[src/rtl/instr_encoder_if.sv]
// Field-bundle input stream and encoded-word output stream of the RV32I encoder.
interface instr_encoder_if #(
  parameter int unsigned ADDR_W = 32
);
  logic              in_valid;
  logic              in_ready;
  logic [2:0]        in_fmt;
  logic [6:0]        in_opcode;
  logic [4:0]        in_rd;
  logic [4:0]        in_rs1;
  logic [4:0]        in_rs2;
  logic [2:0]        in_funct3;
  logic [6:0]        in_funct7;
  logic [31:0]       in_imm;
  logic              out_valid;
  logic              out_ready;
  logic [31:0]       out_instr;
  logic [ADDR_W-1:0] out_addr;
  logic              out_err;

  modport master (
    output in_valid, in_fmt, in_opcode, in_rd, in_rs1, in_rs2, in_funct3, in_funct7, in_imm,
    output out_ready,
    input  in_ready, out_valid, out_instr, out_addr, out_err
  );

  modport slave (
    input  in_valid, in_fmt, in_opcode, in_rd, in_rs1, in_rs2, in_funct3, in_funct7, in_imm,
    input  out_ready,
    output in_ready, out_valid, out_instr, out_addr, out_err
  );
endinterface

[src/rtl/instr_encoder.sv]
// Packs decoded RV32I fields into instruction words, flags unrepresentable immediates,
// and streams them through a 2-entry FIFO with sequential byte addresses.
module instr_encoder #(
  parameter int unsigned ADDR_W = 32
) (
  input  logic              clk,
  input  logic              rst,
  input  logic              cfg_load,
  input  logic [ADDR_W-1:0] cfg_base,
  instr_encoder_if.slave    bus,
  output logic              err_sticky,
  output logic [15:0]       word_count
);

  typedef enum logic [2:0] {
    FMT_R = 3'd0,
    FMT_I = 3'd1,
    FMT_S = 3'd2,
    FMT_B = 3'd3,
    FMT_U = 3'd4,
    FMT_J = 3'd5
  } fmt_e;

  logic [31:0]       enc_word;
  logic              enc_err;
  logic signed [31:0] imm_s;

  logic [1:0][31:0]  fifo_instr_q, fifo_instr_d;
  logic [1:0]        fifo_err_q, fifo_err_d;
  logic              rd_ptr_q, rd_ptr_d;
  logic              wr_ptr_q, wr_ptr_d;
  logic [1:0]        count_q, count_d;
  logic [ADDR_W-1:0] addr_q, addr_d;
  logic              sticky_q, sticky_d;
  logic [15:0]       wcnt_q, wcnt_d;
  logic              push, pop;

  assign imm_s = bus.in_imm;

  always_comb begin
    enc_word = 32'h0000_0013;
    enc_err  = 1'b1;
    case (bus.in_fmt)
      FMT_R: begin
        enc_word = {bus.in_funct7, bus.in_rs2, bus.in_rs1, bus.in_funct3, bus.in_rd, bus.in_opcode};
        enc_err  = 1'b0;
      end
      FMT_I: begin
        enc_word = {bus.in_imm[11:0], bus.in_rs1, bus.in_funct3, bus.in_rd, bus.in_opcode};
        enc_err  = (imm_s < -32'sd2048) || (imm_s > 32'sd2047);
      end
      FMT_S: begin
        enc_word = {bus.in_imm[11:5], bus.in_rs2, bus.in_rs1, bus.in_funct3,
                    bus.in_imm[4:0], bus.in_opcode};
        enc_err  = (imm_s < -32'sd2048) || (imm_s > 32'sd2047);
      end
      FMT_B: begin
        enc_word = {bus.in_imm[12], bus.in_imm[10:5], bus.in_rs2, bus.in_rs1, bus.in_funct3,
                    bus.in_imm[4:1], bus.in_imm[11], bus.in_opcode};
        enc_err  = (imm_s < -32'sd4096) || (imm_s > 32'sd4094) || bus.in_imm[0];
      end
      FMT_U: begin
        enc_word = {bus.in_imm[31:12], bus.in_rd, bus.in_opcode};
        enc_err  = (bus.in_imm[11:0] != 12'h000);
      end
      FMT_J: begin
        enc_word = {bus.in_imm[20], bus.in_imm[10:1], bus.in_imm[11], bus.in_imm[19:12],
                    bus.in_rd, bus.in_opcode};
        enc_err  = (imm_s < -32'sd1048576) || (imm_s > 32'sd1048574) || bus.in_imm[0];
      end
      default: begin
        enc_word = 32'h0000_0013;
        enc_err  = 1'b1;
      end
    endcase
  end

  // cfg_load blocks both sides so the flush cycle neither accepts nor retires a word
  assign bus.in_ready  = !cfg_load && (count_q != 2'd2);
  assign bus.out_valid = (count_q != 2'd0);
  assign bus.out_instr = fifo_instr_q[rd_ptr_q];
  assign bus.out_err   = fifo_err_q[rd_ptr_q];
  assign bus.out_addr  = addr_q;
  assign err_sticky    = sticky_q;
  assign word_count    = wcnt_q;

  assign push = bus.in_valid && bus.in_ready;
  assign pop  = bus.out_valid && bus.out_ready && !cfg_load;

  always_comb begin
    fifo_instr_d = fifo_instr_q;
    fifo_err_d   = fifo_err_q;
    rd_ptr_d     = rd_ptr_q;
    wr_ptr_d     = wr_ptr_q;
    count_d      = count_q;
    addr_d       = addr_q;
    sticky_d     = sticky_q;
    wcnt_d       = wcnt_q;
    if (cfg_load) begin
      rd_ptr_d = 1'b0;
      wr_ptr_d = 1'b0;
      count_d  = 2'd0;
      addr_d   = cfg_base & ~ADDR_W'(3);
      sticky_d = 1'b0;
      wcnt_d   = '0;
    end else begin
      if (push) begin
        fifo_instr_d[wr_ptr_q] = enc_word;
        fifo_err_d[wr_ptr_q]   = enc_err;
        wr_ptr_d               = ~wr_ptr_q;
      end
      if (pop) begin
        rd_ptr_d = ~rd_ptr_q;
        addr_d   = addr_q + ADDR_W'(4);
        sticky_d = sticky_q | fifo_err_q[rd_ptr_q];
        if (wcnt_q != '1) wcnt_d = wcnt_q + 16'd1;
      end
      case ({push, pop})
        2'b10:   count_d = count_q + 2'd1;
        2'b01:   count_d = count_q - 2'd1;
        default: count_d = count_q;
      endcase
    end
  end

  always_ff @(posedge clk) begin
    if (rst) begin
      fifo_instr_q <= '0;
      fifo_err_q   <= '0;
      rd_ptr_q     <= 1'b0;
      wr_ptr_q     <= 1'b0;
      count_q      <= 2'd0;
      addr_q       <= '0;
      sticky_q     <= 1'b0;
      wcnt_q       <= '0;
    end else begin
      fifo_instr_q <= fifo_instr_d;
      fifo_err_q   <= fifo_err_d;
      rd_ptr_q     <= rd_ptr_d;
      wr_ptr_q     <= wr_ptr_d;
      count_q      <= count_d;
      addr_q       <= addr_d;
      sticky_q     <= sticky_d;
      wcnt_q       <= wcnt_d;
    end
  end

endmodule

[src/flat_wrapper.sv]
// flat-port wrapper written by rule: the top's interface ports become plain ports
module instr_encoder_flat 
#(
  parameter int unsigned ADDR_W = 32
)
  (clk, rst, cfg_load, cfg_base, err_sticky, word_count, bus_in_valid, bus_in_fmt, bus_in_opcode, bus_in_rd, bus_in_rs1, bus_in_rs2, bus_in_funct3, bus_in_funct7, bus_in_imm, bus_out_ready, bus_in_ready, bus_out_valid, bus_out_instr, bus_out_addr, bus_out_err);
  instr_encoder_if #(.ADDR_W(ADDR_W)) bus_i ();
  input  logic clk;
  input  logic rst;
  input  logic cfg_load;
  input  logic [ADDR_W-1:0] cfg_base;
  output logic err_sticky;
  output logic [15:0] word_count;
  input wire logic [$bits(bus_i.in_valid)-1:0] bus_in_valid;
  input wire logic [$bits(bus_i.in_fmt)-1:0] bus_in_fmt;
  input wire logic [$bits(bus_i.in_opcode)-1:0] bus_in_opcode;
  input wire logic [$bits(bus_i.in_rd)-1:0] bus_in_rd;
  input wire logic [$bits(bus_i.in_rs1)-1:0] bus_in_rs1;
  input wire logic [$bits(bus_i.in_rs2)-1:0] bus_in_rs2;
  input wire logic [$bits(bus_i.in_funct3)-1:0] bus_in_funct3;
  input wire logic [$bits(bus_i.in_funct7)-1:0] bus_in_funct7;
  input wire logic [$bits(bus_i.in_imm)-1:0] bus_in_imm;
  input wire logic [$bits(bus_i.out_ready)-1:0] bus_out_ready;
  output wire logic [$bits(bus_i.in_ready)-1:0] bus_in_ready;
  output wire logic [$bits(bus_i.out_valid)-1:0] bus_out_valid;
  output wire logic [$bits(bus_i.out_instr)-1:0] bus_out_instr;
  output wire logic [$bits(bus_i.out_addr)-1:0] bus_out_addr;
  output wire logic [$bits(bus_i.out_err)-1:0] bus_out_err;
  assign bus_i.in_valid = bus_in_valid;
  assign bus_i.in_fmt = bus_in_fmt;
  assign bus_i.in_opcode = bus_in_opcode;
  assign bus_i.in_rd = bus_in_rd;
  assign bus_i.in_rs1 = bus_in_rs1;
  assign bus_i.in_rs2 = bus_in_rs2;
  assign bus_i.in_funct3 = bus_in_funct3;
  assign bus_i.in_funct7 = bus_in_funct7;
  assign bus_i.in_imm = bus_in_imm;
  assign bus_i.out_ready = bus_out_ready;
  assign bus_in_ready = bus_i.in_ready;
  assign bus_out_valid = bus_i.out_valid;
  assign bus_out_instr = bus_i.out_instr;
  assign bus_out_addr = bus_i.out_addr;
  assign bus_out_err = bus_i.out_err;
  instr_encoder #(.ADDR_W(ADDR_W)) u_core (.clk(clk), .rst(rst), .cfg_load(cfg_load), .cfg_base(cfg_base), .bus(bus_i), .err_sticky(err_sticky), .word_count(word_count));
endmodule
[config.mk]
export PLATFORM = sky130hd
export DESIGN_NAME = instr_encoder_flat
export DESIGN_NICKNAME = d
export VERILOG_FILES = /design/src/rtl/instr_encoder_if.sv /design/src/rtl/instr_encoder.sv /design/src/flat_wrapper.sv
export SDC_FILE = /design/constraint.sdc
export NUM_CORES = 1
export LEC_CHECK = 0
export ABC_AREA = 1
export BUFFER_PORTS_ARGS = -buffer_cell sky130_fd_sc_hd__buf_2
export CORE_ASPECT_RATIO = 1.25
export CORE_UTILIZATION = 42
export CTS_BUF_LIST = sky130_fd_sc_hd__clkbuf_8 sky130_fd_sc_hd__clkbuf_16
export DETAILED_ROUTE_END_ITERATION = 7
export GPL_TIMING_DRIVEN = 0
export PLACE_DENSITY = 0.76
export REMOVE_ABC_BUFFERS = 1
export SLEW_MARGIN = 0
export SYNTH_ARGS = -nofsm -noshare
export SYNTH_HDL_FRONTEND = slang
export SYNTH_SLANG_ARGS = --single-unit
export TNS_END_PERCENT = 50
[constraint.sdc]
create_clock -name clk -period 3.4 [get_ports clk]
set_clock_uncertainty 0.05 [all_clocks]
set_input_delay 0.17 -clock clk [delete_from_list [all_inputs] [get_ports clk]]
set_output_delay 0.17 -clock clk [all_outputs]
set_load 0.01 [all_outputs]
==> out/qor.yml, run 1 <==
outcome:
  status: "completed"
clocking:
  tritoncts: "done"
  clk_path_buf_depth: 2
  post-cts-setup-buffer-count: 0
  cts.sinks: 117
  clock_latency_ns: 0.43
  clk_pin_slew_worst_paths_ns: 0.06
  clockRootBuffer: "clkbuf_16"
  numCtsBuffers: 17
  post_cts_resize_count: 0
  h-tree-depth: 4
critical_path:
  cp-start-kind: "flip-flop"
  endpoint_kind: "flip-flop"
  worst-path-max-fanout: 47
  worst_ep_required_time_ns: 3.63
  r2r_cells: 7
  r2r_slack_ns: 0.78
  r2r-end: "u_core.fifo_instr_q[46]$_SDFFE_PP0P_"
  arrival_ns: 2.85
  crit_type: "reg -> reg"
  r2r_start: "u_core.count_q[0]$_SDFFE_PP0P_"
sta:
  tightestPinTransition_ns: 1.02
  fmax_ghz: 0.381
  hold_violations: 0
  max_slew_margin: 0.321
  rsz0062_at_grt: "false"
  min_period_over_period: 0.772
  finalCriticalPeriod_ns: 2.62
  finalSetupViolations: 0
  hold_slack_ns: 0.00850
  drv_slew: 0
power:
  irDropWorstVdd_uv: 270
  power_density_nw_per_um2: 453
  power.leakage_nw: 3.77
route:
  drc_errors: 0
  wl_mm: 19.4
  vias_per_cell: 5.14
  drt_iter0_drc: 558
  dr.pass1.iters: 5
  postRouteAntennaNets: 0
  vias: 7281
  wire_per_inst_um: 13.7
job:
  drv_cap: 0
worst_hold_path:
  min_to: "u_core.fifo_instr_q[27]$_SDFFE_PP0P_"
  hold_depth: 3
  worstHoldStart: "bus_in_funct7[2]"
  hold_class: "in -> reg"
synth:
  synth_area_per_cell_um2: 6.41
  ys.flop_type: "dfxtp_1"
  synth.distinct_cells: 42
  synth_edf_count: 0
  synth_area_um2: 6530
  synth.top_cell.area_share: 0.358
  ys_warn_count: 0
  synth_top_area_cell: "dfxtp_1"
  ys_seq_area_frac: 0.358
  synthCells: 1020
  synthTopCellsByArea: "dfxtp_1, nand2_1, o21ai_0"
  async_flop_share: 0
  synth_seq_cells: 117
cells_and_area:
  antennaDiodeCount: 0
  nNetsFinal: 1303
  area_delta_synth_final_pct: 27.0
  utilization: 0.550
  fill_cells: 1489
  layout-drive-gt1-share: 0.196
global_route:
  antenna_found_initial: 0
  grt_pass1_wl_mm: 31.1
  track_usage: 0.245
  grt_overflow: 0
  grt_max_degree: 58
  grt_pass1_vias: 6567
placed_design:
  io_buffer_count: 183
  place_congestion: 0.893
  dp_hpwl_mm: 13.7
floorplan:
  start_util: 0.433
  chipWidth_um: 114
  core_um2: 15100
  fp.dieH_um: 141
  die-area_um2: 16100
  io_pins: 188
  rows: 50
-- what timing repair did --
item,in CTS,in global routing
hold buffers,19,0
hold endpoints to repair,21,0
setup endpoints to repair,0,0
-- layout make-up --
| class | instances | area, µm² | share of cell area |
|---|---|---|---|
| multi-input cells | 747 | 3570 | 0.430 |
| flip-flops and latches | 117 | 2340 | 0.283 |
| repair buffers | 202 | 1110 | 0.133 |
| clock buffers | 18 | 439 | 0.0529 |
| inverters | 111 | 417 | 0.0502 |
| well taps | 208 | 260 | 0.0314 |
| clock inverters | 14 | 161 | 0.0195 |
-- critical path: stages (launching register included) --
cell	delay, ns
dfxtp_1	0.36
inv_2	0.09
a21oi_4	0.14
nand2_2	0.15
nor2_4	0.79
inv_1	0.62
nand2_1	0.20
a21oi_1	0.07
-- routing by layer --
layer  vias to the layer above  GRT usage  share of wire
li1                       3681          -              -
met1                      3304      0.293           0.43
met2                       247      0.412           0.49
met3                        49     0.0508          0.054
met4                         0      0.123          0.033
met5                         -          0              0
-- cell families (layout without fill, tap and decap cells) --
group	count (synthesis)	after routing	synth area share
AO/OA/AOI/OAI	247	247	0.208
XOR/XNOR	19	19	0.0255
adder cells (fa/ha/maj)	3	3	0.00575
buffers and inverters	157	345	0.0971
flip-flops	117	117	0.358
other	1	2	0.000574
AND/OR/NAND/NOR	476	476	0.305
-- metrics by stage --
step | instance area, µm² | setup TNS [ns] | cells | setup slack [ns] | power, mW
after global routing | 8300 | 0 | 1417 | 0.541 | 3.91
after floorplan | 6320 | 0 | 975 | 0.394 | 1.73
final | 8300 | 0 | 1417 | 0.776 | 3.76
after CTS | 8300 | 0 | 1417 | 0.764 | 3.78
after detailed placement | 7500 | 0 | 1366 | 0.564 | 1.94
after global placement | 7500 | -26.87 | 1366 | -1.31 | 1.93
-- power breakdown --
group | switching [mW] | internal, mW
Sequential | 0.0464 | 1.43
Combinational | 0.278 | 0.180
Clock | 0.665 | 1.16
Total | 0.989 | 2.77
-- cells in the final DEF, fill, tap and decap left out, types with 3 or more instances in the layout --
master / netlist / routed
nand3_1: 44 / 44
nand4_1: 7 / 7
nand2_1: 266 / 266
or2_2: 5 / 5
clkinv_2: 0 / 3
inv_2: 3 / 4
ha_1: 3 / 3
a31oi_1: 14 / 14
nor4_1: 3 / 3
o21ai_0: 107 / 107
bufinv_16: 0 / 3
xor2_1: 14 / 14
a22o_1: 3 / 3
buf_2: 9 / 183
a221oi_1: 9 / 9
nand2_2: 4 / 4
xnor2_1: 5 / 5
clkinvlp_4: 0 / 3
dfxtp_1: 117 / 116
o21bai_1: 3 / 3
dlygate4sd3_1: 0 / 19
nor2_1: 117 / 116
a21oi_1: 98 / 98
inv_1: 107 / 108
clkbuf_16: 0 / 17
nor3_1: 21 / 21
-- registers in the layout, indices dropped and copies added (netlist names) --
| register | count |
|---|---|
| u_core.bus.out_addr | 30 |
| u_core.count_q | 2 |
| u_core.err_sticky | 1 |
| u_core.fifo_err_q | 2 |
| u_core.fifo_instr_q | 64 |
| u_core.rd_ptr_q | 1 |
| u_core.word_count | 16 |
| u_core.wr_ptr_q | 1 |
-- synth_stat cells, types with 7 or more instances --
cell,count
xor2_1,14
nand2_1,266
nor2_1,117
inv_1,107
a21oi_1,98
a221oi_1,9
clkbuf_1,29
nand3_1,44
o21ai_0,107
nand4_1,7
nor3_1,21
buf_2,9
a31oi_1,14
dfxtp_1,117
-- how the worst max path moves through the flow --
stage / startpoint / endpoint / slack, ns
6_report: u_core.count_q[0]$_SDFFE_PP0P_ / u_core.fifo_instr_q[46]$_SDFFE_PP0P_ / 0.78
5_1_grt: u_core.count_q[0]$_SDFFE_PP0P_ / u_core.fifo_instr_q[37]$_SDFFE_PP0P_ / 0.54
4_1_cts: u_core.count_q[0]$_SDFFE_PP0P_ / u_core.fifo_instr_q[63]$_SDFFE_PP0P_ / 0.76
3_5_place_dp: cfg_load / u_core.fifo_instr_q[63]$_SDFFE_PP0P_ / 0.56
3_3_place_gp: cfg_load / u_core.fifo_instr_q[63]$_SDFFE_PP0P_ / -1.31
2_1_floorplan: u_core.count_q[0]$_SDFFE_PP0P_ / u_core.fifo_instr_q[63]$_SDFFE_PP0P_ / 0.39
Note: power is estimated with default switching activity, not from simulation.
==> run 2: changes to the inputs <==
Settings changed: ABC_AREA 1 to 0, PLACE_DENSITY 0.76 to 0.79.
Clock period 3.4 ns to 2.2 ns, I/O delays scaled along.
==> out/qor.yml, run 2 <==
cells_and_area:
  antennaDiodeCount: 0  # unchanged
  design_area_um2: 8050  # was 8300 µm²
  final_common_cell: "buf_2"  # was nand2_1
  regMostFlops: "u_core.fifo_instr_q"  # unchanged
  nNetsFinal: 1021  # was 1303
  finalNonFillerCells: 1102  # was 1417
  layout.cells.most_common_list: "buf_2, nor2_1, dfxtp_1"  # was nand2_1, buf_2, nor2_1, dfxtp_1, inv_1
  utilization: 0.583  # was 0.550
  area_delta_synth_final_pct: 35.8  # was 27.0%
  largest_reg_flops: 64  # unchanged
  fill_cells: 1238  # was 1489
  layout-drive-gt1-share: 0.294  # was 0.196
clocking:
  clock_latency_ns: 0.41  # was 0.43 ns
  h-tree-depth: 4  # unchanged
  numCtsBuffers: 17  # unchanged
  clk_pin_slew_worst_paths_ns: 0.05  # was 0.06 ns
  tritoncts: "done"  # unchanged
  cts.sinks: 117  # unchanged
  clk_path_buf_depth: 2  # unchanged
  clockRootBuffer: "clkbuf_16"  # unchanged
sta:
  drv_slew: 0  # unchanged
  tightestPinTransition_ns: 0.823  # was 1.02 ns
  min_period_over_period: 0.953  # was 0.772
  fmax_ghz: 0.477  # was 0.381 GHz
  fin_ws_ns: 0.102  # was 0.776 ns
  hold_violations: 0  # unchanged
  finalSetupViolations: 0  # unchanged
  rsz0062_at_grt: "false"  # unchanged
  tns_ns: 0  # unchanged
  hold_slack_ns: 0.0245  # was 0.00850 ns
  finalCriticalPeriod_ns: 2.10  # was 2.62 ns
  max_slew_margin: 0.450  # was 0.321
power:
  p_total_mw: 6.36  # was 3.76 mW
  power_density_nw_per_um2: 790  # was 453 nW/µm²
  irDropWorstVdd_uv: 634  # was 270 µV
  power.leakage_nw: 3.28  # was 3.77 nW
critical_path:
  cp-start-kind: "flip-flop"  # unchanged
  cp.depth: 7  # unchanged
  arrival_ns: 2.33  # was 2.85 ns
  crit_buf_inv: 0  # was 2
  path_cells: "ha_1 > o211ai_1 > nor4_2 > nand3_1 > xnor2_1 > mux2i_1 > nor2_1"  # was inv_2 > a21oi_4 > nand2_2 > nor2_4 > inv_1 > nand2_1 > a21oi_1
  critPathMaxStageDelay_ns: 0.54  # was 0.79 ns
  worst_ep_required_time_ns: 2.43  # was 3.63 ns
  cp_top_family: "simple AND/OR/NAND/NOR gates"  # unchanged
  endpoint_kind: "flip-flop"  # unchanged
  worst-path-max-fanout: 5  # was 47
  r2r_cells: 7  # unchanged
  cp_slowest_cell: "nor4_2"  # was nor2_4
  crit_type: "reg -> reg"  # unchanged
synth:
  synth_top_area_cell: "dfxtp_1"  # unchanged
  synthXorXnorAreaFrac: 0.0621  # was 0.0255
  synth_compound_area_frac: 0.174  # was 0.208
  synth_area_um2: 5930  # was 6530 µm²
  ys_seq_area_frac: 0.395  # was 0.358
  synth_edf_count: 0  # unchanged
  synthMuxAreaShare: 0.0901  # was 0
  synth_seq_cells: 117  # unchanged
  synth.distinct_cells: 49  # was 42
  synthAdderAreaFrac: 0.00633  # was 0.00574
  ys.flop_type: "dfxtp_1"  # unchanged
  synthTopCellsByArea: "dfxtp_1, nor2_1, a211oi_1"  # was dfxtp_1, nand2_1, o21ai_0
  async_flop_share: 0  # unchanged
  synth_top_family_by_area: "simple AND/OR/NAND/NOR gates"  # unchanged
  ys_warn_count: 0  # unchanged
  synth.top_cell.area_share: 0.395  # was 0.358
  synth_area_per_cell_um2: 8.19  # was 6.41 µm²
  synthCells: 724  # was 1020
  synth.most_common_cell: "nor2_1"  # was nand2_1
  synthTopCellsByCount: "nor2_1, dfxtp_1, a21oi_1"  # was nand2_1, dfxtp_1, nor2_1
  synth-simple-area-share: 0.232  # was 0.305
placed_design:
  io_buffer_count: 183  # unchanged
  dpl_cell_area_um2: 6940  # was 7500 µm²
  place_congestion: 0.816  # was 0.893
  dp_hpwl_mm: 11.1  # was 13.7 mm
  dp_slack_ns: -0.734  # was 0.564 ns
  placed_cells: 1034  # was 1366
route:
  postRouteAntennaNets: 0  # unchanged
  vias_per_cell: 5.34  # was 5.14
  dr.pass1.iters: 4  # was 5
  vias: 5887  # was 7281
  drc_errors: 0  # unchanged
  wire_per_inst_um: 15.3  # was 13.7 µm
  drt_iter0_drc: 316  # was 558
  wl_mm: 16.8  # was 19.4 mm
floorplan:
  start_util: 0.429  # was 0.433
  chipWidth_um: 108  # was 114 µm
  fp.dieH_um: 135  # was 141 µm
  rows: 48  # was 50
  die-area_um2: 14600  # was 16100 µm²
  io_pins: 188  # unchanged
  core_um2: 13800  # was 15100 µm²
global_route:
  grt_pass1_vias: 5546  # was 6567
  grt_max_degree: 91  # was 58
  track_usage: 0.232  # was 0.245
  antenna_found_initial: 0  # unchanged
  grt_overflow: 0  # unchanged
  grt_pass1_wl_mm: 26.3  # was 31.1 mm
worst_hold_path:
  hold_class: "in -> reg"  # unchanged
  hold_depth: 3  # unchanged
outcome:
  status: "completed"  # unchanged
job:
  drv_cap: 0  # unchanged
==> run 2: changes by cell type after synthesis, sizes merged, moves of 27 or more <==
cell    previous run  this run
nand2            272        50
xnor2              5        32
o21ai            108        12
inv              110         9
a211oi             0        60
a21oi            100        66
mux2               0        35
==> run 2: cell families (layout without fill, tap and decap cells) <==
| group | Yosys count | after routing |
|---|---|---|
| multiplexers | 49 | 49 |
| flip-flops | 117 | 117 |
| adder cells (fa/ha/maj) | 3 | 3 |
| other | 1 | 2 |
| AO/OA/AOI/OAI | 161 | 161 |
| buffers and inverters | 61 | 263 |
| XOR/XNOR | 42 | 42 |
| AND/OR/NAND/NOR | 290 | 290 |
==> run 2: worst paths after layout <==
path	from	endpoint	slack [ns]
worst max-delay path	u_core.bus.out_addr[2]$_SDFFE_PP0P_	u_core.bus.out_addr[20]$_SDFFE_PP0P_	0.10
worst min-delay path	bus_in_opcode[0]	u_core.fifo_instr_q[0]$_SDFFE_PP0P_	0.02
worst max register to register	u_core.bus.out_addr[2]$_SDFFE_PP0P_	u_core.bus.out_addr[20]$_SDFFE_PP0P_	0.10
worst min register to register	u_core.fifo_instr_q[34]$_SDFFE_PP0P_	u_core.fifo_instr_q[34]$_SDFFE_PP0P_	0.40
==> run 2: where the power goes <==
| group | leakage, nW | switching [mW] | internal [mW] |
|---|---|---|---|
| clock network | 0.344 | 0.999 | 2.38 |
| logic | 1.98 | 0.383 | 0.327 |
| registers | 0.956 | 0.0723 | 2.20 |
| total | 3.28 | 1.45 | 4.91 |
==> run 2: layout make-up <==
type	count	area [µm²]	area share
multi-input cells	547	3380	0.420
flip-flops and latches	117	2350	0.292
repair buffers	222	1350	0.167
clock buffers	18	439	0.0546
clock inverters	14	280	0.0348
well taps	175	219	0.0272
inverters	9	37.5	0.00466
==> run 2: worst min-delay path, delay by kind of cell <==
family	cells	cell delay [ns]
AO/OA/AOI/OAI	2	0.25
buffers and inverters	1	0.08
==> run 2: layer usage <==
metal / vias up / global-route usage / share of wire
li1: 2966 / - / -
met1: 2684 / 0.253 / 0.41
met2: 211 / 0.416 / 0.51
met3: 26 / 0.0613 / 0.068
met4: 0 / 0.0998 / 0.018
met5: - / 0 / 0
==> run 2: timing repair <==
action                                  CTS  global route
hold buffers                             35             0
buffers inserted                          0             1
pin swaps                                 1             1
endpoints found under the setup margin   53             6
endpoints found under the hold margin    45             0
resized for setup                         3             4
==> run 3: changes to the inputs <==
Settings changed: CORE_ASPECT_RATIO 1.25 to not set.
==> out/qor.yml, run 3 (same netlist as run 2, synthesis figures left out) <==
outcome:
  status: "completed"  # unchanged
worst_hold_path:
  hold_class: "in -> reg"  # unchanged
  worstHoldStart: "bus_in_opcode[4]"  # was bus_in_opcode[0]
  min_to: "u_core.fifo_instr_q[36]$_SDFFE_PP0P_"  # was u_core.fifo_instr_q[0]$_SDFFE_PP0P_
  hold_depth: 3  # unchanged
floorplan:
  die-area_um2: 14600  # about the same
  io_pins: 188  # unchanged
  rows: 43  # was 48
  start_util: 0.429  # about the same
  core_um2: 13800  # about the same
  fp.dieH_um: 121  # was 135 µm
  chipWidth_um: 121  # was 108 µm
clocking:
  clk_path_buf_depth: 2  # unchanged
  clock_latency_ns: 0.41  # about the same
  cts.sinks: 117  # unchanged
  clk_pin_slew_worst_paths_ns: 0.05  # about the same
  post-cts-setup-buffer-count: 0  # unchanged
  h-tree-depth: 4  # unchanged
  numCtsBuffers: 17  # unchanged
  clockRootBuffer: "clkbuf_16"  # unchanged
  tritoncts: "done"  # unchanged
sta:
  hold_violations: 0  # unchanged
  drv_slew: 0  # unchanged
  min_period_over_period: 0.954  # was 0.953
  rsz0062_at_grt: "true"  # was false
  tns_ns: 0  # unchanged
  tightestPinTransition_ns: 0.905  # was 0.823 ns
  max_slew_margin: 0.396  # was 0.450
  finalSetupViolations: 0  # unchanged
  fmax_ghz: 0.477  # about the same
  finalCriticalPeriod_ns: 2.10  # about the same
cells_and_area:
  regMostFlops: "u_core.fifo_instr_q"  # unchanged
  antennaDiodeCount: 0  # unchanged
  layout-drive-gt1-share: 0.295  # was 0.294
  fill_cells: 1226  # was 1238
  layout.cells.most_common_list: "buf_2, nor2_1, dfxtp_1"  # unchanged
  final_common_cell: "buf_2"  # unchanged
  area_delta_synth_final_pct: 34.3  # was 35.8%
  utilization: 0.576  # was 0.583
  multi_input_area_um2: 3380  # unchanged
  nNetsFinal: 1019  # was 1021
  largest_reg_flops: 64  # unchanged
  seq_area_um2: 2350  # about the same
  finalNonFillerCells: 1105  # was 1102
  design_area_um2: 7960  # was 8050 µm²
power:
  p_total_mw: 6.00  # was 6.36 mW
  power_density_nw_per_um2: 754  # was 790 nW/µm²
  power.leakage_nw: 3.24  # was 3.28 nW
  irDropWorstVdd_uv: 466  # was 634 µV
critical_path:
  worst_ep_required_time_ns: 2.04  # was 2.43 ns
  arrival_ns: 1.94  # was 2.33 ns
  path_cells: "mux2_2 > buf_2"  # was ha_1 > o211ai_1 > nor4_2 > nand3_1 > xnor2_1 > mux2i_1 > nor2_1
  cp_slowest_cell: "dfxtp_2"  # was nor4_2
  cp-start-kind: "flip-flop"  # unchanged
  endpoint_kind: "output port"  # was flip-flop
  critPathMaxStageDelay_ns: 0.92  # was 0.54 ns
  r2r_cells: 7  # unchanged
  worst-path-max-fanout: 34  # was 5
  crit_type: "reg -> out"  # was reg -> reg
  r2r_start: "u_core.bus.out_addr[2]$_SDFFE_PP0P_"  # unchanged
  r2r-end: "u_core.bus.out_addr[20]$_SDFFE_PP0P_"  # unchanged
  r2r_slack_ns: 0.20  # was 0.10 ns
global_route:
  track_usage: 0.229  # was 0.232
  grt_overflow: 0  # unchanged
  grt_max_degree: 52  # was 91
  antenna_found_initial: 0  # unchanged
  grt_pass1_wl_mm: 26.6  # was 26.3 mm
  grt_pass1_vias: 5436  # was 5546
placed_design:
  place_congestion: 0.798  # was 0.816
  dpl_cell_area_um2: 6940  # about the same
  dp_hpwl_mm: 11.3  # was 11.1 mm
  io_buffer_count: 183  # unchanged
  placed_cells: 1039  # was 1034
route:
  vias: 5847  # was 5887
  vias_per_cell: 5.29  # was 5.34
  wl_mm: 16.4  # was 16.8 mm
  drc_errors: 0  # unchanged
  drt_iter0_drc: 306  # was 316
  dr.pass1.iters: 5  # was 4
  postRouteAntennaNets: 0  # unchanged
  wire_per_inst_um: 14.9  # was 15.3 µm
job:
  drv_cap: 0  # unchanged
==> run 3: power by group <==
group / switching, mW / total [mW] / internal, mW
combinational: 0.381 / 0.705 / 0.324
clock: 1.01 / 3.02 / 2.02
sequential: 0.0704 / 2.28 / 2.21
total: 1.46 / 6.00 / 4.55
==> run 3: timing repair <==
| item | CTS | global route |
|---|---|---|
| hold buffers | 34 | 0 |
| hold endpoints to repair | 38 | 0 |
| pin swaps | 1 | 1 |
| resized for setup | 2 | 5 |
| setup endpoints to repair | 29 | 8 |
==> run 3: layout make-up <==
| class | count | area share |
|---|---|---|
| well taps | 180 | 0.0283 |
| multi-input cells | 547 | 0.424 |
| clock inverters | 11 | 0.0217 |
| clock buffers | 21 | 0.0603 |
| flip-flops and latches | 117 | 0.295 |
| repair buffers | 220 | 0.166 |
| inverters | 9 | 0.00471 |
==> run 3: metrics by stage <==
stage	hold slack, ns	setup slack [ns]
4_1_cts	0.00689	0.0212
2_1_floorplan	0.129	-1.08
6_report	0.0236	0.102
5_1_grt	0.0335	-0.0182
3_5_place_dp	0.302	-0.791
3_3_place_gp	0.290	-2.87
==> run 3: routing by layer <==
metal	GRT usage	wire (µm)	part of all wire	up-vias
li1	-	-	-	2952
met1	0.276	7070	0.43	2630
met2	0.388	7820	0.48	241
met3	0.0604	1250	0.076	24
met4	0.0887	284	0.017	0
met5	0	0	0	-
==> run 3: worst max-delay path by stage <==
stage                                              startpoint  slack [ns]  cells past startpoint                                   end
after CTS                 u_core.bus.out_addr[2]$_SDFFE_PP0P_        0.02                      7  u_core.bus.out_addr[16]$_SDFFE_PP0P_
after global placement                               cfg_load       -2.87                      6   u_core.fifo_instr_q[6]$_SDFFE_PP0P_
after global routing                                 cfg_load       -0.02                      6        u_core.count_q[1]$_SDFFE_PP0P_
after floorplan                                      cfg_load       -1.08                      5   u_core.fifo_instr_q[2]$_SDFFE_PP0P_
final                            u_core.rd_ptr_q$_SDFFE_PP0P_        0.10                      2                           bus_out_err
after detailed placement                             cfg_load       -0.79                      7  u_core.fifo_instr_q[16]$_SDFFE_PP0P_
==> run 3: worst max-delay path: cells and delay by family, from the launching register on <==
family / cells / cell delay, ns
buffers and inverters: 1 / 0.15
DFF: 1 / 0.92
muxes: 1 / 0.44
